## src/rtl/trap_ctrl_if.sv

```systemverilog
// Bundle between write-back, the trap sequencer and the CSR file port.
// master drives the retiring-instruction side and CSR read data.
interface trap_ctrl_if;
    logic        wb_valid;
    logic [31:0] trap_pc;
    logic [31:0] trap_val;
    logic        illegal_inst;
    logic        ecall;
    logic        l_fault;
    logic        s_fault;
    logic        mret;
    logic        irq_ext;
    logic [31:0] mstatus;
    logic [31:0] csr_rdata;
    logic [11:0] csr_raddr;
    logic [11:0] csr_waddr;
    logic [31:0] csr_wdata;
    logic        csr_w;
    logic [1:0]  csr_wsc_mode;
    logic        busy;
    logic        redirect;
    logic [31:0] redirect_pc;

    modport master (
        output wb_valid, trap_pc, trap_val,
        output illegal_inst, ecall, l_fault, s_fault,
        output mret, irq_ext, mstatus, csr_rdata,
        input  csr_raddr, csr_waddr, csr_wdata, csr_w,
        input  csr_wsc_mode, busy, redirect, redirect_pc
    );

    modport slave (
        input  wb_valid, trap_pc, trap_val,
        input  illegal_inst, ecall, l_fault, s_fault,
        input  mret, irq_ext, mstatus, csr_rdata,
        output csr_raddr, csr_waddr, csr_wdata, csr_w,
        output csr_wsc_mode, busy, redirect, redirect_pc
    );
endinterface

```

## src/rtl/trap_ctrl.sv

```systemverilog
// Machine-mode trap sequencer: saves/restores trap CSRs over the single
// CSR port, stalls the pipeline, then redirects fetch for one cycle.
module trap_ctrl (
    input logic         clk,
    input logic         rst,
    trap_ctrl_if.slave  bus
);
    localparam logic [11:0] A_MSTATUS = 12'h300;
    localparam logic [11:0] A_MTVEC   = 12'h305;
    localparam logic [11:0] A_MEPC    = 12'h341;
    localparam logic [11:0] A_MCAUSE  = 12'h342;
    localparam logic [11:0] A_MTVAL   = 12'h343;

    typedef enum logic [2:0] {
        IDLE,
        W_MEPC,
        W_MCAUSE,
        W_MTVAL,
        W_MSTAT,
        R_MSTAT,
        JUMP
    } state_t;

    state_t      state;
    state_t      state_nx;
    logic [31:0] pc_q;
    logic [31:0] cause_q;
    logic [31:0] tval_q;
    logic        ret_q;

    logic        irq_take;
    logic        trap_hit;
    logic        mret_hit;
    logic [31:0] cause_d;
    logic [31:0] tval_d;
    logic [31:0] vec_base;

    // Reset gates acceptance so every output stays quiet while rst is held.
    always_comb begin
        irq_take = bus.irq_ext & bus.mstatus[3];
        trap_hit = bus.wb_valid & ~rst &
                   (irq_take | bus.illegal_inst | bus.ecall |
                    bus.l_fault | bus.s_fault);
        mret_hit = bus.wb_valid & ~rst & bus.mret & ~trap_hit;
        cause_d  = 32'd0;
        tval_d   = 32'd0;
        if (irq_take) begin
            cause_d = 32'h8000_000B;
        end else if (bus.illegal_inst) begin
            cause_d = 32'd2;
            tval_d  = bus.trap_val;
        end else if (bus.ecall) begin
            cause_d = 32'd11;
        end else if (bus.l_fault) begin
            cause_d = 32'd5;
            tval_d  = bus.trap_val;
        end else if (bus.s_fault) begin
            cause_d = 32'd7;
            tval_d  = bus.trap_val;
        end
    end

    always_ff @(posedge clk or posedge rst) begin
        if (rst) begin
            state   <= IDLE;
            pc_q    <= 32'd0;
            cause_q <= 32'd0;
            tval_q  <= 32'd0;
            ret_q   <= 1'b0;
        end else begin
            state <= state_nx;
            if (state == IDLE && trap_hit) begin
                pc_q    <= bus.trap_pc;
                cause_q <= cause_d;
                tval_q  <= tval_d;
                ret_q   <= 1'b0;
            end else if (state == IDLE && mret_hit) begin
                ret_q <= 1'b1;
            end
        end
    end

    always_comb begin
        state_nx         = state;
        bus.csr_raddr    = A_MSTATUS;
        bus.csr_waddr    = 12'h000;
        bus.csr_wdata    = 32'd0;
        bus.csr_w        = 1'b0;
        bus.csr_wsc_mode = 2'b01;
        bus.busy         = (state != IDLE);
        bus.redirect     = 1'b0;
        bus.redirect_pc  = 32'd0;
        vec_base         = {bus.csr_rdata[31:2], 2'b00};
        unique case (state)
            IDLE: begin
                bus.busy = trap_hit | mret_hit;
                if (trap_hit)
                    state_nx = W_MEPC;
                else if (mret_hit)
                    state_nx = R_MSTAT;
            end
            W_MEPC: begin
                bus.csr_w     = 1'b1;
                bus.csr_waddr = A_MEPC;
                bus.csr_wdata = pc_q;
                state_nx      = W_MCAUSE;
            end
            W_MCAUSE: begin
                bus.csr_w     = 1'b1;
                bus.csr_waddr = A_MCAUSE;
                bus.csr_wdata = cause_q;
                state_nx      = W_MTVAL;
            end
            W_MTVAL: begin
                bus.csr_w     = 1'b1;
                bus.csr_waddr = A_MTVAL;
                bus.csr_wdata = tval_q;
                state_nx      = W_MSTAT;
            end
            W_MSTAT: begin
                bus.csr_w     = 1'b1;
                bus.csr_waddr = A_MSTATUS;
                bus.csr_wdata = {bus.mstatus[31:13], 2'b11,
                                 bus.mstatus[10:8], bus.mstatus[3],
                                 bus.mstatus[6:4], 1'b0,
                                 bus.mstatus[2:0]};
                state_nx      = JUMP;
            end
            R_MSTAT: begin
                bus.csr_w     = 1'b1;
                bus.csr_waddr = A_MSTATUS;
                bus.csr_wdata = {bus.mstatus[31:8], 1'b1,
                                 bus.mstatus[6:4], bus.mstatus[7],
                                 bus.mstatus[2:0]};
                state_nx      = JUMP;
            end
            JUMP: begin
                bus.redirect = 1'b1;
                state_nx     = IDLE;
                if (ret_q) begin
                    bus.csr_raddr   = A_MEPC;
                    bus.redirect_pc = bus.csr_rdata;
                end else begin
                    bus.csr_raddr = A_MTVEC;
                    // Vectored mode offsets only interrupts, by 4 * cause code.
                    if (bus.csr_rdata[1:0] == 2'b01 && cause_q[31])
                        bus.redirect_pc = vec_base + 32'd44;
                    else
                        bus.redirect_pc = vec_base;
                end
            end
            default: state_nx = IDLE;
        endcase
    end
endmodule

```

## src/flat_wrapper.sv

```systemverilog
// flat-port wrapper written by rule: the top's interface ports become plain ports
module trap_ctrl_flat 
  (clk, rst, bus_wb_valid, bus_trap_pc, bus_trap_val, bus_illegal_inst, bus_ecall, bus_l_fault, bus_s_fault, bus_mret, bus_irq_ext, bus_mstatus, bus_csr_rdata, bus_csr_raddr, bus_csr_waddr, bus_csr_wdata, bus_csr_w, bus_csr_wsc_mode, bus_busy, bus_redirect, bus_redirect_pc);
  trap_ctrl_if bus_i ();
  input logic clk;
  input logic rst;
  input wire logic [$bits(bus_i.wb_valid)-1:0] bus_wb_valid;
  input wire logic [$bits(bus_i.trap_pc)-1:0] bus_trap_pc;
  input wire logic [$bits(bus_i.trap_val)-1:0] bus_trap_val;
  input wire logic [$bits(bus_i.illegal_inst)-1:0] bus_illegal_inst;
  input wire logic [$bits(bus_i.ecall)-1:0] bus_ecall;
  input wire logic [$bits(bus_i.l_fault)-1:0] bus_l_fault;
  input wire logic [$bits(bus_i.s_fault)-1:0] bus_s_fault;
  input wire logic [$bits(bus_i.mret)-1:0] bus_mret;
  input wire logic [$bits(bus_i.irq_ext)-1:0] bus_irq_ext;
  input wire logic [$bits(bus_i.mstatus)-1:0] bus_mstatus;
  input wire logic [$bits(bus_i.csr_rdata)-1:0] bus_csr_rdata;
  output wire logic [$bits(bus_i.csr_raddr)-1:0] bus_csr_raddr;
  output wire logic [$bits(bus_i.csr_waddr)-1:0] bus_csr_waddr;
  output wire logic [$bits(bus_i.csr_wdata)-1:0] bus_csr_wdata;
  output wire logic [$bits(bus_i.csr_w)-1:0] bus_csr_w;
  output wire logic [$bits(bus_i.csr_wsc_mode)-1:0] bus_csr_wsc_mode;
  output wire logic [$bits(bus_i.busy)-1:0] bus_busy;
  output wire logic [$bits(bus_i.redirect)-1:0] bus_redirect;
  output wire logic [$bits(bus_i.redirect_pc)-1:0] bus_redirect_pc;
  assign bus_i.wb_valid = bus_wb_valid;
  assign bus_i.trap_pc = bus_trap_pc;
  assign bus_i.trap_val = bus_trap_val;
  assign bus_i.illegal_inst = bus_illegal_inst;
  assign bus_i.ecall = bus_ecall;
  assign bus_i.l_fault = bus_l_fault;
  assign bus_i.s_fault = bus_s_fault;
  assign bus_i.mret = bus_mret;
  assign bus_i.irq_ext = bus_irq_ext;
  assign bus_i.mstatus = bus_mstatus;
  assign bus_i.csr_rdata = bus_csr_rdata;
  assign bus_csr_raddr = bus_i.csr_raddr;
  assign bus_csr_waddr = bus_i.csr_waddr;
  assign bus_csr_wdata = bus_i.csr_wdata;
  assign bus_csr_w = bus_i.csr_w;
  assign bus_csr_wsc_mode = bus_i.csr_wsc_mode;
  assign bus_busy = bus_i.busy;
  assign bus_redirect = bus_i.redirect;
  assign bus_redirect_pc = bus_i.redirect_pc;
  trap_ctrl u_core (.clk(clk), .rst(rst), .bus(bus_i));
endmodule
```

## config.mk

```make
export PLATFORM = sky130hd
export DESIGN_NAME = trap_ctrl_flat
export DESIGN_NICKNAME = d
export VERILOG_FILES = /design/src/rtl/trap_ctrl_if.sv /design/src/rtl/trap_ctrl.sv /design/src/flat_wrapper.sv
export SDC_FILE = /design/constraint.sdc
export NUM_CORES = 1
export LEC_CHECK = 0
export BUFFER_PORTS_ARGS = -buffer_cell sky130_fd_sc_hd__buf_2
export CAP_MARGIN = 10
export CORE_ASPECT_RATIO = 0.7
export CORE_MARGIN = 2
export CORE_UTILIZATION = 40
export DETAILED_ROUTE_END_ITERATION = 12
export GPL_TIMING_DRIVEN = 0
export MAX_ROUTING_LAYER = met4
export PLACE_DENSITY = 0.74
export SLEW_MARGIN = 25
export SYNTH_ARGS = -nofsm -noshare
export SYNTH_HDL_FRONTEND = slang
export SYNTH_SLANG_ARGS = --single-unit
```

## constraint.sdc

```tcl
create_clock -name clk -period 5.5 [get_ports clk]
set_input_delay 0.825 -clock clk [delete_from_list [all_inputs] [get_ports clk]]
set_output_delay 0.825 -clock clk [all_outputs]
set_load 0.01 [all_outputs]
```

Word level (Yosys, flattened, before mapping)
Cells that the tools add are included.
Widths: inputs -> output; s select.
Storage, ports and cells
  logic and storage cells: 59
  input bits: 137
  register bits after elaboration: 100
Cells by class
  add/subtract/negate cells: 1
  bitwise operators: 12
  equal/unequal tests: 8
  reduce and logical (&&, ||, !) cells: 8
  mux-type cells: 25
Operators by type and width (count)
  $mux 32: 12
  $pmux 32 s5: 1
  $pmux 10 s4: 1
  $add 32x6->32 const B: 1
  $pmux 3 s5: 1
  $mux 12: 1
  $eq 3x3->1 const B: 3
  $mux 3: 3
  $mux 7: 1
  $eq 3x2->1 const B: 2
  $and 1x1->1: 5
  $mux 1: 5
  $or 1x1->1: 5
  $reduce_or 5->1: 1
  $eq 3x1->1 const B: 1
  $logic_and 1x1->1: 3
  $logic_not 3->1: 1
  $ne 3x1->1 const B: 1
  $reduce_bool 3->1: 1
  $eq 2x1->1 const B: 1
  $not 1->1: 2
  $reduce_bool 2->1: 1
  $reduce_or 2->1: 1

Longest topological paths before layout
  depth in word-level cells: 11
  gate-level depth with buffers: 7
  depth with buffers taken out: 6

Least setup slack after synthesis
OpenSTA, ideal clock, no wires.
  path kind: input to output
  from: input bus_csr_rdata[2]
  to: output bus_redirect_pc[14]
  slack: 2.520 ns
  cell stages on the path: 6
  arrival: 2.155 ns
  required time: 4.675 ns
  buffers on the path: 0
  path through: inv_1 -> ha_1 -> nor2b_1 -> o211ai_2 -> or4_1 -> a21oi_1
Between the ends
  word-level cells in the longest chain between the ends: 4
RTL lines
  start: declaration: RTL line flat_wrapper.sv:17  | input wire logic [$bits(bus_i.csr_rdata)-1:0] bus_csr_rdata;
  $add 32x6->32: RTL line trap_ctrl.sv:147  | bus.redirect_pc = vec_base + 32'd44;
  $mux 32: RTL line trap_ctrl.sv:146  | if (bus.csr_rdata[1:0] == 2'b01 && cause_q[31])
  $mux 32: RTL line trap_ctrl.sv:140  | if (ret_q) begin
  $mux 32: RTL line trap_ctrl.sv:94  | unique case (state)
  end: declaration: RTL line flat_wrapper.sv:25  | output wire logic [$bits(bus_i.redirect_pc)-1:0] bus_redirect_pc;
Every way passes these cells.

Final worst setup path
  from: input bus_csr_rdata[2]
  to: output bus_redirect_pc[12]
The elaborated chain is that of the path after synthesis.

==> run_summary.xml <==
<?xml version="1.0" encoding="UTF-8"?>
<metrics>
  <group name="critical_path">
    <metric name="worst_ep_arrival_time" unit="ps">2740</metric>
    <metric name="timing.rr.start" unit="">u_core.state[2]</metric>
    <metric name="worst-setup-path-type" unit="">primary input to primary output</metric>
    <metric name="worstSetupStartpointType" unit="">primary input</metric>
    <metric name="cp-endpoint" unit="">bus_redirect_pc[12]</metric>
    <metric name="worst-r2r-cell-count" unit="">7</metric>
    <metric name="r2r_setup_slack" unit="ps">3410</metric>
    <metric name="rr_endpoint" unit="">u_core.pc_q[3]</metric>
    <metric name="path_max_fanout" unit="">10</metric>
    <metric name="timing.critical_path.to_type" unit="">primary output</metric>
    <metric name="critical_path.startpoint" unit="">bus_csr_rdata[2]</metric>
    <metric name="critical_path_required" unit="ps">4680</metric>
  </group>
  <group name="floorplan">
    <metric name="num_io_pins" unit="">230</metric>
    <metric name="initial_standard_cell_utilization_of_the_core" unit="">0.4157</metric>
    <metric name="fp.dieW" unit="um">132.6</metric>
    <metric name="die-area" unit="um^2">12460</metric>
    <metric name="rows" unit="">32</metric>
    <metric name="die_height" unit="um">93.99</metric>
    <metric name="floorplan.core_area" unit="um^2">11130</metric>
  </group>
  <group name="sta">
    <metric name="setup_viol" unit="">0</metric>
    <metric name="worst-slew-pin-transition" unit="ps">829.0</metric>
    <metric name="final_min_period_over_clock_period" unit="">0.6480</metric>
    <metric name="maxClockFrequency" unit="GHz">0.2806</metric>
    <metric name="clock_skew" unit="ps">13.02</metric>
    <metric name="final.setup.tns" unit="ps">0</metric>
    <metric name="hold_violation_total_from_the_final_report" unit="">0</metric>
    <metric name="slew_violations" unit="">0</metric>
    <metric name="relSlewSlack" unit="">0.4474</metric>
    <metric name="rsz_0062_raised_after_global_routing" unit="">false</metric>
    <metric name="final_period_minus_worst_setup_slack" unit="ps">3564</metric>
  </group>
  <group name="power">
    <metric name="internal_power" unit="W">0.001786</metric>
    <metric name="cell_pwr_density" unit="nW/um^2">468.7</metric>
    <metric name="total_switching_power" unit="W">0.001163</metric>
    <metric name="seq_power_share" unit="">0.327</metric>
    <metric name="static-leakage-power" unit="nW">3.342</metric>
    <metric name="vdd_ir_drop_max" unit="mV">0.2313</metric>
    <metric name="combinational_share_of_power" unit="">0.452</metric>
    <metric name="power_switching_share" unit="">0.3944</metric>
    <metric name="p_clk_frac" unit="">0.222</metric>
  </group>
  <group name="synth">
    <metric name="synth_ff_type" unit="">sky130_fd_sc_hd__dfrtp_1</metric>
    <metric name="netlist_area_before_placement" unit="um^2">4627</metric>
    <metric name="post_synth_num_cell_types" unit="">55</metric>
    <metric name="yosysSeqAreaShare" unit="">0.3948</metric>
    <metric name="synth.yosys.warnings" unit="">0</metric>
    <metric name="post_synth_top_area_cell" unit="">sky130_fd_sc_hd__dfrtp_1</metric>
    <metric name="synth-edff-count" unit="">0</metric>
    <metric name="netlist.area_leader.share" unit="">0.3948</metric>
    <metric name="ys_async_sr_fraction" unit="">1.000</metric>
    <metric name="synthTopCellsByCount" unit="">sky130_fd_sc_hd__nand2_1 (147), sky130_fd_sc_hd__dfrtp_1 (73), sky130_fd_sc_hd__mux2i_1 (33)</metric>
    <metric name="yosys.cell_count.top_type" unit="">sky130_fd_sc_hd__nand2_1</metric>
    <metric name="syn_area_per_cell" unit="um^2">8.262</metric>
    <metric name="cell_count_after_synthesis" unit="">560</metric>
    <metric name="ys_ff_latch" unit="">73</metric>
    <metric name="netlist_top_cells_area" unit="">sky130_fd_sc_hd__dfrtp_1 (39%), sky130_fd_sc_hd__nand2_1 (12%), sky130_fd_sc_hd__mux2i_1 (7.1%)</metric>
  </group>
  <group name="finish">
    <metric name="n_fill_cell" unit="">1073</metric>
    <metric name="multi_input_area" unit="um^2">2490</metric>
    <metric name="area_overhead_vs_synth" unit="%">35.97</metric>
    <metric name="fin_area" unit="um^2">6291</metric>
    <metric name="share_of_post_route_cells_with_drive_strength_above_1" unit="">0.3466</metric>
    <metric name="num_antenna_cells" unit="">0</metric>
    <metric name="sequential_cell_area" unit="um^2">1827</metric>
    <metric name="num-nets-final" unit="">935</metric>
  </group>
  <group name="clock_network">
    <metric name="cts_hold_repair.buffers" unit="">0</metric>
    <metric name="root_buffer" unit="">sky130_fd_sc_hd__clkbuf_16</metric>
    <metric name="cts_buffer_depth" unit="">2</metric>
    <metric name="clock_sink_count" unit="">73</metric>
    <metric name="tritoncts" unit="">done</metric>
    <metric name="post_cts_setup_driven_buffer_insertion_count" unit="">0</metric>
    <metric name="cts-buffers-inserted" unit="">9</metric>
    <metric name="clock_latency" unit="ps">330</metric>
    <metric name="postCtsResizedCells" unit="">0</metric>
    <metric name="cts_max_level" unit="">3</metric>
    <metric name="cts.clk_slew.worst_paths" unit="ps">60</metric>
  </group>
  <group name="min_path">
    <metric name="worst_hold_class" unit="">primary input to asynchronous set/reset pin</metric>
  </group>
  <group name="global_route">
    <metric name="grt_start_max_net_pins" unit="">53</metric>
    <metric name="grt_first_pass_wirelength" unit="mm">23.58</metric>
    <metric name="track_usage" unit="">0.2504</metric>
    <metric name="antenna_violations_before_repair" unit="">0</metric>
    <metric name="grt_overflow" unit="">0</metric>
    <metric name="first_global_vias" unit="">4589</metric>
  </group>
  <group name="placed_design">
    <metric name="place.detailed.hpwl" unit="mm">11.69</metric>
    <metric name="port-buffer-count" unit="">209</metric>
    <metric name="standard_cell_area_after_detailed_placement" unit="um^2">5954</metric>
    <metric name="globalplace.congestion" unit="">0.9522</metric>
  </group>
  <group name="drt">
    <metric name="totalWireLength" unit="mm">15.40</metric>
    <metric name="vias" unit="">5011</metric>
    <metric name="detailedRoute.firstIterationViolations" unit="">338</metric>
    <metric name="via_per_inst" unit="">5.247</metric>
    <metric name="drtAntennaViolNets" unit="">0</metric>
    <metric name="drc" unit="">0</metric>
    <metric name="route.detailed.wl_per_inst" unit="um">16.12</metric>
    <metric name="drt_pass1_iterations" unit="">6</metric>
  </group>
  <group name="run">
    <metric name="max_cap_viol_count" unit="">0</metric>
  </group>
  <group name="status">
    <metric name="outcome" unit="">complete, no violations</metric>
  </group>
</metrics>
per-layer routing:
layer  vias up  GRT usage  routed length, um
met5         -          -                  0
met4         0    0.06452                222
li1       2416          -                  -
met1      2320     0.3301               6978
met2       256     0.3821               6781
met3        19    0.07066               1417
stage by stage:
stage	worst slack [ps]	hold WS (ps)	instances	total power (W)	utilization
final	1936	463.7	955	0.002949	0.5652
after detailed placement	2060	461.7	939	0.002293	0.5350
after global routing	1820	472.6	955	0.003162	0.5652
after floorplan	2520	440.3	576	0.001787	-
after CTS	2055	462.8	955	0.002959	0.5652
after global placement	1910	456.4	938	0.002270	0.5323
power groups by stage:
stage          Clock [W]  Sequential (W)  Combinational (W)
3_5_place_dp           0        0.000962            0.00133
4_1_cts         0.000663        0.000960            0.00134
5_1_grt         0.000693        0.000996            0.00147
3_3_place_gp           0        0.000957            0.00131
6_report        0.000654        0.000963            0.00133
2_1_floorplan          0        0.000917           0.000870
cell usage in the layout, fill, tap and decap left out, types with 3 or more instances in the layout:
cell and instances:
sky130_fd_sc_hd__buf_1 3, sky130_fd_sc_hd__a22o_1 32, sky130_fd_sc_hd__buf_4 21, sky130_fd_sc_hd__or3_1 4
sky130_fd_sc_hd__nand2_1 147, sky130_fd_sc_hd__o211ai_1 3, sky130_fd_sc_hd__a21oi_1 29, sky130_fd_sc_hd__o31ai_1 9
sky130_fd_sc_hd__buf_2 228, sky130_fd_sc_hd__conb_1 18, sky130_fd_sc_hd__o41ai_1 4, sky130_fd_sc_hd__or4_1 10
sky130_fd_sc_hd__nand4bb_1 4, sky130_fd_sc_hd__nand4_1 4, sky130_fd_sc_hd__mux2i_1 33, sky130_fd_sc_hd__nor2_1 24
sky130_fd_sc_hd__o211a_1 3, sky130_fd_sc_hd__and4_1 3, sky130_fd_sc_hd__clkbuf_1 15, sky130_fd_sc_hd__inv_1 9
sky130_fd_sc_hd__clkbuf_16 9, sky130_fd_sc_hd__xnor2_1 3, sky130_fd_sc_hd__nor2b_1 5, sky130_fd_sc_hd__dfrtp_1 73
sky130_fd_sc_hd__and3_1 8, sky130_fd_sc_hd__o21a_1 3, sky130_fd_sc_hd__and2_1 4, sky130_fd_sc_hd__nor4_1 3
sky130_fd_sc_hd__o21ai_0 23, sky130_fd_sc_hd__o21ai_1 21, sky130_fd_sc_hd__nand3_1 9
flip-flops by register name (all words and copies together) (netlist names):
name and cells:
u_core.pc_q 32, u_core.cause_q 5, u_core.tval_q 32, u_core.state 3, u_core.ret_q 1
critical path, cell delays in order:
cell                       delay, ps
sky130_fd_sc_hd__buf_2           110
sky130_fd_sc_hd__inv_1            70
sky130_fd_sc_hd__ha_1            170
sky130_fd_sc_hd__nor2b_1          90
sky130_fd_sc_hd__o211ai_2        440
sky130_fd_sc_hd__clkbuf_1        440
sky130_fd_sc_hd__o21ai_0         170
sky130_fd_sc_hd__a21oi_1         240
sky130_fd_sc_hd__buf_2           180
worst min path at each step:
stage | startpoint | end | slack [ps]
floorplan | u_core.pc_q[7] | u_core.pc_q[7] | 440
global placement | u_core.pc_q[22] | u_core.pc_q[22] | 460
detailed placement | u_core.pc_q[10] | u_core.pc_q[10] | 460
CTS | rst | u_core.pc_q[7] | 460
global route | rst | u_core.pc_q[1] | 470
finish | rst | u_core.pc_q[7] | 460
kinds of logic after synthesis:
| group | Yosys count | share of synthesized area |
|---|---|---|
| AO/OA/AOI/OAI | 140 | 0.2047 |
| XOR/XNOR | 5 | 0.009466 |
| adder cells (fa/ha/maj) | 1 | 0.002704 |
| buffers and inverters | 71 | 0.08004 |
| flip-flops | 73 | 0.3948 |
| multiplexers | 33 | 0.07139 |
| other | 2 | 0.001623 |
| AND/OR/NAND/NOR | 235 | 0.2353 |
cell type report:
class                   instances  area share
repair buffers                210      0.1706
clock buffers                  10     0.03799
multi-input cells             432      0.3958
well taps                     153     0.03043
inverters                      12    0.007558
plain buffers                  59     0.05171
flip-flops and latches         73      0.2904
clock inverters                 6     0.01551
Power figures use the tool's default switching activity.
